### src/rtl/fp_accum_ctrl.sv
// Streaming FP accumulator controller: buffers packet elements in a small FIFO and
// drives the adder service handshake one element at a time, with a response timeout.
module fp_accum_ctrl #(
    parameter int DEPTH   = 4,
    parameter int TIMEOUT = 16
) (
    input  logic        clk,
    input  logic        rst,
    input  logic        in_valid,
    input  logic [31:0] in_data,
    input  logic        in_last,
    output logic        in_ready,
    output logic        add_serv,
    output logic [31:0] op1,
    output logic [31:0] op2,
    input  logic        add_busy,
    input  logic        add_done,
    input  logic [31:0] add_result,
    output logic        sum_valid,
    output logic [31:0] sum,
    output logic        sum_err,
    input  logic        sum_ready
);
    localparam int AW = (DEPTH > 1) ? $clog2(DEPTH) : 1;
    localparam int TW = $clog2(TIMEOUT);
    localparam logic [AW:0]   DEPTH_C = (AW + 1)'(DEPTH);
    localparam logic [TW-1:0] TMAX    = TW'(TIMEOUT - 1);

    typedef enum logic [2:0] {S_IDLE, S_ISSUE, S_WAIT, S_FLUSH, S_OUT} state_t;

    logic [32:0]   mem_q [DEPTH];
    logic [AW-1:0] wr_ptr_q, wr_ptr_d, rd_ptr_q, rd_ptr_d;
    logic [AW:0]   count_q, count_d;
    state_t        state_q, state_d;
    logic [31:0]   acc_q, acc_d, op1_q, op1_d, op2_q, op2_d, sum_q, sum_d;
    logic          err_q, err_d, inflight_last_q, inflight_last_d;
    logic          sum_valid_q, sum_valid_d, sum_err_q, sum_err_d;
    logic [TW-1:0] timer_q, timer_d;

    logic          full, empty, push, pop, issue_fire, head_last;
    logic [31:0]   head_data;

    assign full       = (count_q == DEPTH_C);
    assign empty      = (count_q == '0);
    assign in_ready   = !full && !rst;
    assign push       = in_valid && in_ready;
    assign head_data  = mem_q[rd_ptr_q][31:0];
    assign head_last  = mem_q[rd_ptr_q][32];
    assign issue_fire = (state_q == S_ISSUE) && !empty && !add_busy;

    // The request and its operands appear in the ISSUE cycle itself; the operand
    // registers then hold them steady through WAIT.
    assign add_serv  = issue_fire;
    assign op1       = issue_fire ? acc_q : op1_q;
    assign op2       = issue_fire ? head_data : op2_q;
    assign sum_valid = sum_valid_q;
    assign sum       = sum_q;
    assign sum_err   = sum_err_q;

    always_comb begin
        state_d         = state_q;
        acc_d           = acc_q;
        err_d           = err_q;
        op1_d           = op1_q;
        op2_d           = op2_q;
        inflight_last_d = inflight_last_q;
        timer_d         = timer_q;
        sum_valid_d     = sum_valid_q;
        sum_d           = sum_q;
        sum_err_d       = sum_err_q;
        pop             = 1'b0;

        case (state_q)
            S_IDLE: begin
                if (!empty) begin
                    pop     = 1'b1;
                    acc_d   = head_data;
                    err_d   = 1'b0;
                    state_d = head_last ? S_OUT : S_ISSUE;
                end
            end
            S_ISSUE: begin
                if (issue_fire) begin
                    pop             = 1'b1;
                    op1_d           = acc_q;
                    op2_d           = head_data;
                    inflight_last_d = head_last;
                    timer_d         = '0;
                    state_d         = S_WAIT;
                end
            end
            S_WAIT: begin
                if (add_done) begin
                    acc_d   = add_result;
                    state_d = inflight_last_q ? S_OUT : S_ISSUE;
                end else if (timer_q == TMAX) begin
                    err_d   = 1'b1;
                    state_d = inflight_last_q ? S_OUT : S_FLUSH;
                end else begin
                    timer_d = timer_q + TW'(1);
                end
            end
            S_FLUSH: begin
                if (!empty) begin
                    pop = 1'b1;
                    if (head_last) state_d = S_OUT;
                end
            end
            S_OUT: begin
                if (sum_ready) begin
                    state_d     = S_IDLE;
                    sum_valid_d = 1'b0;
                end
            end
            default: state_d = S_IDLE;
        endcase

        // Result outputs are captured once on entry to OUT and then held.
        if (state_d == S_OUT && state_q != S_OUT) begin
            sum_valid_d = 1'b1;
            sum_d       = acc_d;
            sum_err_d   = err_d;
        end
    end

    always_comb begin
        wr_ptr_d = push ? wr_ptr_q + AW'(1) : wr_ptr_q;
        rd_ptr_d = pop ? rd_ptr_q + AW'(1) : rd_ptr_q;
        count_d  = count_q;
        if (push && !pop) count_d = count_q + (AW + 1)'(1);
        if (pop && !push) count_d = count_q - (AW + 1)'(1);
    end

    always_ff @(posedge clk) begin
        if (push) mem_q[wr_ptr_q] <= {in_last, in_data};
    end

    always_ff @(posedge clk or posedge rst) begin
        if (rst) begin
            state_q         <= S_IDLE;
            wr_ptr_q        <= '0;
            rd_ptr_q        <= '0;
            count_q         <= '0;
            acc_q           <= '0;
            err_q           <= 1'b0;
            op1_q           <= '0;
            op2_q           <= '0;
            inflight_last_q <= 1'b0;
            timer_q         <= '0;
            sum_valid_q     <= 1'b0;
            sum_q           <= '0;
            sum_err_q       <= 1'b0;
        end else begin
            state_q         <= state_d;
            wr_ptr_q        <= wr_ptr_d;
            rd_ptr_q        <= rd_ptr_d;
            count_q         <= count_d;
            acc_q           <= acc_d;
            err_q           <= err_d;
            op1_q           <= op1_d;
            op2_q           <= op2_d;
            inflight_last_q <= inflight_last_d;
            timer_q         <= timer_d;
            sum_valid_q     <= sum_valid_d;
            sum_q           <= sum_d;
            sum_err_q       <= sum_err_d;
        end
    end
endmodule
### config.mk
export PLATFORM = sky130hd
export DESIGN_NAME = fp_accum_ctrl
export DESIGN_NICKNAME = d
export VERILOG_FILES = /design/src/rtl/fp_accum_ctrl.sv
export SDC_FILE = /design/constraint.sdc
export NUM_CORES = 1
export LEC_CHECK = 0
export ABC_AREA = 1
export CORE_ASPECT_RATIO = 0.7
export CORE_MARGIN = 4
export CORE_UTILIZATION = 55
export CTS_BUF_LIST = sky130_fd_sc_hd__clkbuf_2
export DETAILED_ROUTE_END_ITERATION = 8
export GPL_ROUTABILITY_DRIVEN = 0
export HOLD_SLACK_MARGIN = 0.12
export PLACE_DENSITY = 0.86
export SYNTH_ARGS = -nofsm -noshare
export SYNTH_HDL_FRONTEND = slang
export SYNTH_SLANG_ARGS = --single-unit
### constraint.sdc
create_clock -name clk -period 5.49 [get_ports clk]
set_input_delay 1.098 -clock clk [delete_from_list [all_inputs] [get_ports clk]]
set_output_delay 1.098 -clock clk [all_outputs]
set_load 0.005 [all_outputs]
==> results.sh, run 1 <==
export IMPL_outcome="completed"
export IMPL_max_slew_margin=0.245
export IMPL_critical_path_top_delay_family="buffers and inverters"
export IMPL_wire_length_of_the_first_global_routing_pass_um=50100
export IMPL_clock_tree_from_tritoncts="yes"
export IMPL_worst_setup_path_startpoint="rd_ptr_q[1]$_DFFE_PP0P_"
export IMPL_synth_fp_nets=1420
export IMPL_final_antenna_net_count=0
export IMPL_placement_io_buffers=170
export IMPL_post_synth_top_area_cell="edfxtp_1"
export IMPL_cts_hold_buffers_added=0
export IMPL_reg2reg_from="state_q[2]$_DFF_PP0_"
export IMPL_worstPathBufferInverterCount=4
export IMPL_reg2reg_depth=11
export IMPL_drt_pre_antenna_iters=5
export IMPL_die_width_um=187
export IMPL_dp_final_hpwl_um=20200
export IMPL_clock_tree_htree_level_count=2
export IMPL_final_nets=1587
export IMPL_worstPathMaxFanout=35
export IMPL_number_of_antenna_violations_at_the_first_check_in_global_routing=0
export IMPL_cell_occurring_most_often_along_the_worst_timing_path="buf_4"
export IMPL_post_cts_setup_buffer_count=0
export IMPL_yosys_area_top_type_share=0.322
export IMPL_synth_simple_gate_area_share=0.241
export IMPL_worstSetupEndpointType="primary output"
export IMPL_timing_critical_path_cells="buf_4 > clkinv_1 > buf_4 > nand3_1 > nand2_1 > o21ai_0 > clkdlybuf4s50_1"
export IMPL_required_ps=4390
export IMPL_dr_first_iter_drc_count=908
export IMPL_final_setup_vio_count=0
export IMPL_maxCapViolations=0
export IMPL_synth_fa_ha_area_frac=0.00773
export IMPL_cp_data_arrival_time_ps=3730
export IMPL_post_synth_cell_area_avg_um2=9.16
export IMPL_layout_cell_area_non_filler_um2=14700
export IMPL_totalNegativeSetupSlack_ps=0
export IMPL_worst_setup_path_endpoint="op2[18]"
export IMPL_io_pins=171
export IMPL_dominant_combinational_cell_family_by_area_after_synthesis="simple AND/OR/NAND/NOR gates"
export IMPL_growth_of_design_area_from_synthesis_to_finish_pct=19.5
export IMPL_maxClockFrequency_ghz=0.207
export IMPL_yosys_area_share_xor_xnor=0.00427
export IMPL_dieArea_um2=24900
export IMPL_route_vias_total=10000
export IMPL_rows=45
export IMPL_synth_compound_area_share=0.0605
export IMPL_critPathLaunchType="flop"
export IMPL_setup_slack_ps=659
export IMPL_clk_latency_ps=860
export IMPL_grt_usage=0.249
export IMPL_yosys_warnings=0
export IMPL_floorplan_core_area_um2=21800
export IMPL_fin_worst_skew_ps=34.3
export IMPL_finalPower_mw=8.42
export IMPL_synthMuxAreaShare=0
export IMPL_dpl_worst_slack_ps=1220
export IMPL_leakage_nw=6.86
export IMPL_first_global_vias=9727
export IMPL_critical_path_depth_in_cells=7
export IMPL_routed_via_density=5.46
export IMPL_clk_transition_reported_paths_ps=120
export IMPL_slowest_stage="clkinv_1"
export IMPL_timing_final_hold_violations=0
export IMPL_postSynthRegisterBits=278
export IMPL_crit_reg2reg_capture="count_q[2]$_DFFE_PP0P_"
export IMPL_unique_masters_post_synth=33
export IMPL_max_vdd_ir_drop_uv=316
export IMPL_final_layout_size_suffix_gt1_frac=0.0844
export IMPL_grt_overflow=0
export IMPL_grt_max_degree=77
export IMPL_report_final_slew_viol_count=0
export IMPL_cts_root_to_sink_buffers=3
export IMPL_layout_min_cycle_time_ps=4830
export IMPL_synthCells=1342
export IMPL_placedInstanceArea_um2=14100
export IMPL_wl_per_instance_um=17.0
export IMPL_timing_worst_slew_pin_value_ps=1130
export IMPL_post_synth_main_area_contributors="edfxtp_1 (32%), dfrtp_1 (30%), nand2_1 (16%), nand3_1 (5.6%), o21ai_0 (5.4%)"
export IMPL_die_h_um=133
export IMPL_mostFrequentLayoutCell="nand2_1"
export IMPL_drc=0
export IMPL_slowest_delay_ps=580
export IMPL_worst_setup_path_type="reg -> out"
export IMPL_initial_utilization=0.563
export IMPL_regToRegSetupSlack_ps=2480
export IMPL_cts_num_sinks=278
export IMPL_finalCoreUtilization=0.673
export IMPL_hold_path_cell_count=2
export IMPL_cts_repair_resize_count=0
export IMPL_synthesis_area_um2=12300
export IMPL_min_path_type="reg -> reg"
export IMPL_post_route_period_util=0.880
export IMPL_cellPowerDensity_nw_per_um2=573
export IMPL_root_buffer="clkbuf_2"
export IMPL_wl_um=31200
export IMPL_mostFrequentLayoutCells="nand2_1 (513), clkdlybuf4s50_1 (170), dfrtp_1 (145), nand3_1 (138)"
export IMPL_cts_made_buffers=60
export IMPL_fraction_of_the_yosys_area_taken_by_sequential_cells=0.619
export IMPL_grt_setup_unrepaired="no"
==> state kept, by name, indices dropped and copies added (netlist names), 2 cells and up <==
| signal | cells |
|---|---|
| state_q | 3 |
| timer_q | 4 |
| op1_q | 32 |
| wr_ptr_q | 2 |
| sum | 32 |
| acc_q | 32 |
| count_q | 3 |
| op2_q | 32 |
| mem_q | 132 |
| rd_ptr_q | 2 |
==> cell usage after synthesis <==
| library cell | count |
|---|---|
| a21oi_1 | 4 |
| buf_1 | 1 |
| buf_2 | 35 |
| buf_4 | 1 |
| buf_6 | 3 |
| clkbuf_1 | 38 |
| clkinv_1 | 2 |
| dfrtp_1 | 146 |
| edfxtp_1 | 132 |
| fa_1 | 1 |
| ha_1 | 6 |
| inv_1 | 119 |
| inv_2 | 3 |
| nand2_1 | 513 |
| nand2_2 | 1 |
| nand2_4 | 2 |
| nand3_1 | 138 |
| nand3b_1 | 1 |
| nand3b_4 | 1 |
| nand4_1 | 34 |
| nor2_1 | 6 |
| nor2_2 | 1 |
| nor2_4 | 1 |
| nor3_4 | 1 |
| nor4_1 | 1 |
| o211ai_1 | 1 |
| o21ai_0 | 132 |
| o21ai_1 | 8 |
| o21ai_2 | 1 |
| o21bai_1 | 1 |
| or2_2 | 2 |
| xnor2_1 | 1 |
| xor2_1 | 5 |
==> routing by layer <==
layer,GRT usage,vias up,share of wire
met5,0,-,0
met4,0.0747,0,0.018
met3,0.0655,49,0.093
met2,0.389,444,0.46
met1,0.349,4774,0.43
li1,-,4756,-
==> worst reg2reg max path, delay by kind of cell, from the launching register on <==
family                     cells  cell delay (ps)
AOI/OAI and AO/OA              2              280
and+or+nand+nor                5             1330
xor gates and xnor gates       1              150
DFF                            1              490
buffers and inverters          1               70
adders and majority gates      2              570
==> per-stage QoR <==
stage | cells | hold slack, ps
finish | 1836 | 484
CTS | 1835 | 485
detailed placement | 1729 | 459
global route | 1835 | 505
global placement | 1729 | 456
floorplan | 1342 | 443
==> cell type report <==
cell class | instances | area, um2
fillers | 1693 | 7150
clock inverters | 11 | 71.3
multi-input cells | 862 | 3880
flip-flops and latches | 278 | 7620
repair buffers | 183 | 1820
clock buffers | 95 | 475
diodes | 1 | 2.50
inverters | 124 | 470
well taps | 282 | 353
==> report_power, final <==
group	switching [mW]	total (mW)	internal, mW
Combinational	2.57	4.09	1.53
Sequential	0.255	3.04	2.79
Clock	0.785	1.28	0.498
Total	3.61	8.42	4.81
==> how the worst min path moves through the flow <==
stage / from / to / slack, ps
after floorplan: op1_q[0]$_DFFE_PP0P_ / op1_q[0]$_DFFE_PP0P_ / 440
after global placement: op2_q[25]$_DFFE_PP0P_ / op2_q[25]$_DFFE_PP0P_ / 460
after detailed placement: sum_err$_DFFE_PP0P_ / sum_err$_DFFE_PP0P_ / 460
after CTS: sum[14]$_DFFE_PP0P_ / sum[14]$_DFFE_PP0P_ / 490
after global routing: op1_q[11]$_DFFE_PP0P_ / op1_q[11]$_DFFE_PP0P_ / 500
final: op1_q[7]$_DFFE_PP0P_ / op1_q[7]$_DFFE_PP0P_ / 480
==> logic make-up after synthesis <==
family                   count (synthesis)
AO/OA/AOI/OAI                          147
adder cells (fa/ha/maj)                  7
AND/OR/NAND/NOR                        702
XOR/XNOR                                 6
buffers and inverters                  202
flip-flops                             278
Power figures use the tool's default switching activity.
==> inputs of run 2 (changes only) <==
--- a/config.mk
+++ b/config.mk
@@ -5,7 +5,6 @@
 export SDC_FILE = /design/constraint.sdc
 export NUM_CORES = 1
 export LEC_CHECK = 0
-export ABC_AREA = 1
 export CORE_ASPECT_RATIO = 0.7
 export CORE_MARGIN = 4
 export CORE_UTILIZATION = 55
==> results.sh, run 2 <==
export IMPL_outcome="completed"
export IMPL_required_ps=4390
export IMPL_slowest_delay_ps=760
export IMPL_initial_utilization=0.559
export IMPL_drt_pre_antenna_iters=4
export IMPL_number_of_antenna_violations_at_the_first_check_in_global_routing=2
export IMPL_cts_num_sinks=278
export IMPL_floorplan_core_area_um2=21700
export IMPL_maxCapViolations=0
export IMPL_grt_usage=0.231
export IMPL_yosys_warnings=0
export IMPL_worstPathBufferInverterCount=3
export IMPL_clk_transition_reported_paths_ps=120
export IMPL_timing_worst_slew_pin_value_ps=1040
export IMPL_regToRegSetupSlack_ps=2240
export IMPL_critical_path_depth_in_cells=6
export IMPL_largest_register="mem_q"
export IMPL_dr_first_iter_drc_count=588
export IMPL_hold_path_cell_count=1
export IMPL_worstSetupEndpointType="primary output"
export IMPL_antennaDiodeCount=0
export IMPL_finalCoreUtilization=0.672
export IMPL_synthesis_area_um2=12200
export IMPL_cts_made_buffers=61
export IMPL_maxClockFrequency_ghz=0.206
export IMPL_grt_setup_unrepaired="no"
export IMPL_reg2reg_depth=8
export IMPL_fraction_of_the_yosys_area_taken_by_sequential_cells=0.626
export IMPL_drc=0
export IMPL_post_cts_setup_buffer_count=0
export IMPL_post_synth_top_area_cell="edfxtp_1"
export IMPL_route_vias_total=7502
export IMPL_worst_setup_path_type="reg -> out"
export IMPL_root_buffer="clkbuf_2"
export IMPL_die_width_um=186
export IMPL_grt_overflow=0
export IMPL_placedInstanceArea_um2=14100
export IMPL_routing_usage_on_met2=0.324
export IMPL_cts_root_to_sink_buffers=3
export IMPL_io_pins=171
export IMPL_min_path_type="reg -> reg"
export IMPL_totalNegativeSetupSlack_ps=0
export IMPL_report_final_slew_viol_count=0
export IMPL_postSynthRegisterBits=278
export IMPL_synth_fp_nets=853
export IMPL_yosys_area_top_type_share=0.326
export IMPL_max_vdd_ir_drop_uv=268
export IMPL_timing_final_hold_violations=0
export IMPL_routed_via_density=5.77
export IMPL_mostFrequentLayoutCell="clkdlybuf4s50_1"
export IMPL_cp_data_arrival_time_ps=3760
export IMPL_final_antenna_net_count=0
export IMPL_dp_final_hpwl_um=18800
export IMPL_synth_most_common_cell="dfrtp_1"
export IMPL_critical_path_top_delay_family="simple AND/OR/NAND/NOR gates"
export IMPL_die_h_um=132
export IMPL_rows=45
export IMPL_layout_cell_area_non_filler_um2=14600
export IMPL_final_setup_vio_count=0
export IMPL_post_synth_cell_area_avg_um2=15.7
export IMPL_max_slew_margin=0.309
export IMPL_hold_ws_ps=510
export IMPL_ys_top_cells_by_count="dfrtp_1 (146), mux2_2 (135), edfxtp_1 (132), nand2_1 (42), inv_1 (40)"
export IMPL_dieArea_um2=24600
export IMPL_growth_of_design_area_from_synthesis_to_finish_pct=20.1
export IMPL_reg2reg_from="state_q[1]$_DFF_PP0_"
export IMPL_wire_length_of_the_first_global_routing_pass_um=44000
export IMPL_synth_edf_count=132
export IMPL_leakage_nw=5.95
export IMPL_mostFrequentLayoutCells="clkdlybuf4s50_1 (169), dfrtp_1 (144), mux2_2 (135), edfxtp_1 (132), clkbuf_2 (97)"
export IMPL_final_nets=1047
export IMPL_synthCells=775
export IMPL_wl_per_instance_um=21.9
export IMPL_highest_utilization_routing_layer_at_the_global_route_stage="met1"
export IMPL_max_reg_flops=132
export IMPL_cts_repair_resize_count=0
export IMPL_critPathLaunchType="flop"
export IMPL_grt_max_degree=77
export IMPL_post_route_period_util=0.886
export IMPL_cts_hold_buffers_added=0
export IMPL_unique_masters_post_synth=47
export IMPL_hold_start="op2_q[24]$_DFFE_PP0P_"
export IMPL_layout_min_cycle_time_ps=4860
export IMPL_final_layout_size_suffix_gt1_frac=0.313
export IMPL_fin_worst_skew_ps=65.9
export IMPL_post_synth_main_area_contributors="edfxtp_1 (33%), dfrtp_1 (30%), mux2_2 (13%), mux4_2 (5.4%), mux2_4 (3.3%)"
export IMPL_grt_met1_usage=0.368
export IMPL_groute_layer_met3_usage=0.0574
export IMPL_clock_tree_htree_level_count=2
export IMPL_wl_um=28500
export IMPL_placement_io_buffers=170
export IMPL_clk_latency_ps=840
export IMPL_postSynth_topFlopCell="dfrtp_1"
export IMPL_first_global_vias=7754
export IMPL_slowest_stage="dfrtp_2"
export IMPL_clock_tree_from_tritoncts="yes"
export IMPL_crit_reg2reg_capture="count_q[2]$_DFFE_PP0P_"
export IMPL_cellPowerDensity_nw_per_um2=584
export IMPL_timing_critical_path_cells="nand2b_1 > or4_2 > clkinv_2 > buf_12 > mux2_2 > clkdlybuf4s50_1"
export IMPL_worst_hold_path_endpoint="op2_q[24]$_DFFE_PP0P_"
export IMPL_synth_async_reset_ratio=0.525
export IMPL_worstPathMaxFanout=63
## run 2: changes by cell type in the layout (fill, tap and decap cells not counted), moves of 30 or more
cell and delta:
inv_1 -78, nand3_1 -134, nand2_1 -471, a221o_1 +32, mux2_2 +135, o21ai_0 -130, o22ai_1 +33, nand4_1 -30
and3_1 +37
## run 2: worst max path at each step
| stage | start | to |
|---|---|---|
| 2_1_floorplan | rst | acc_q[0]$_DFF_PP0_ |
| 3_3_place_gp | add_busy | op2[3] |
| 3_5_place_dp | add_busy | op2[4] |
| 4_1_cts | state_q[1]$_DFF_PP0_ | op2[4] |
| 5_1_grt | state_q[1]$_DFF_PP0_ | op2[30] |
| 6_report | state_q[1]$_DFF_PP0_ | op2[25] |
## run 2: kinds of logic (layout without fill, tap and decap cells)
logic type / after synthesis / after routing / synth area share
simple gates: 108 / 108 / 0.0457
mux: 197 / 197 / 0.222
compound gates: 82 / 82 / 0.0540
xor+xnor: 7 / 7 / 0.00504
buf+inv: 96 / 340 / 0.0386
flops: 278 / 278 / 0.626
fa+ha+maj: 7 / 7 / 0.00782
## run 2: power by group
group,internal [mW],switching [mW]
clock network,0.465,0.772
logic,2.27,1.71
registers,2.84,0.471
## run 2: per-layer routing
layer / routed length [um] / part of all wire / vias up
li1: - / - / 3383
met1: 13600 / 0.48 / 3740
met2: 12200 / 0.43 / 331
met3: 2360 / 0.083 / 44
met4: 401 / 0.014 / 4
met5: 23 / 0.00081 / -
## run 2: through the flow
step	worst slack [ps]	total power, mW	instances
6_report	628	8.53	1301
3_3_place_gp	932	7.22	1188
3_5_place_dp	914	7.33	1188
5_1_grt	424	9.05	1301
2_1_floorplan	469	5.72	775
4_1_cts	572	8.58	1301
## run 2: cell type report
| cell class | count | area, um2 |
|---|---|---|
| fill | 1504 | 7130 |
| tap | 282 | 353 |
| timing repair buffer | 186 | 1830 |
| clock inverter | 16 | 61.3 |
| multi-input combinational | 401 | 4100 |
| clock buffer | 97 | 485 |
| inverter | 41 | 160 |
| sequential | 278 | 7620 |
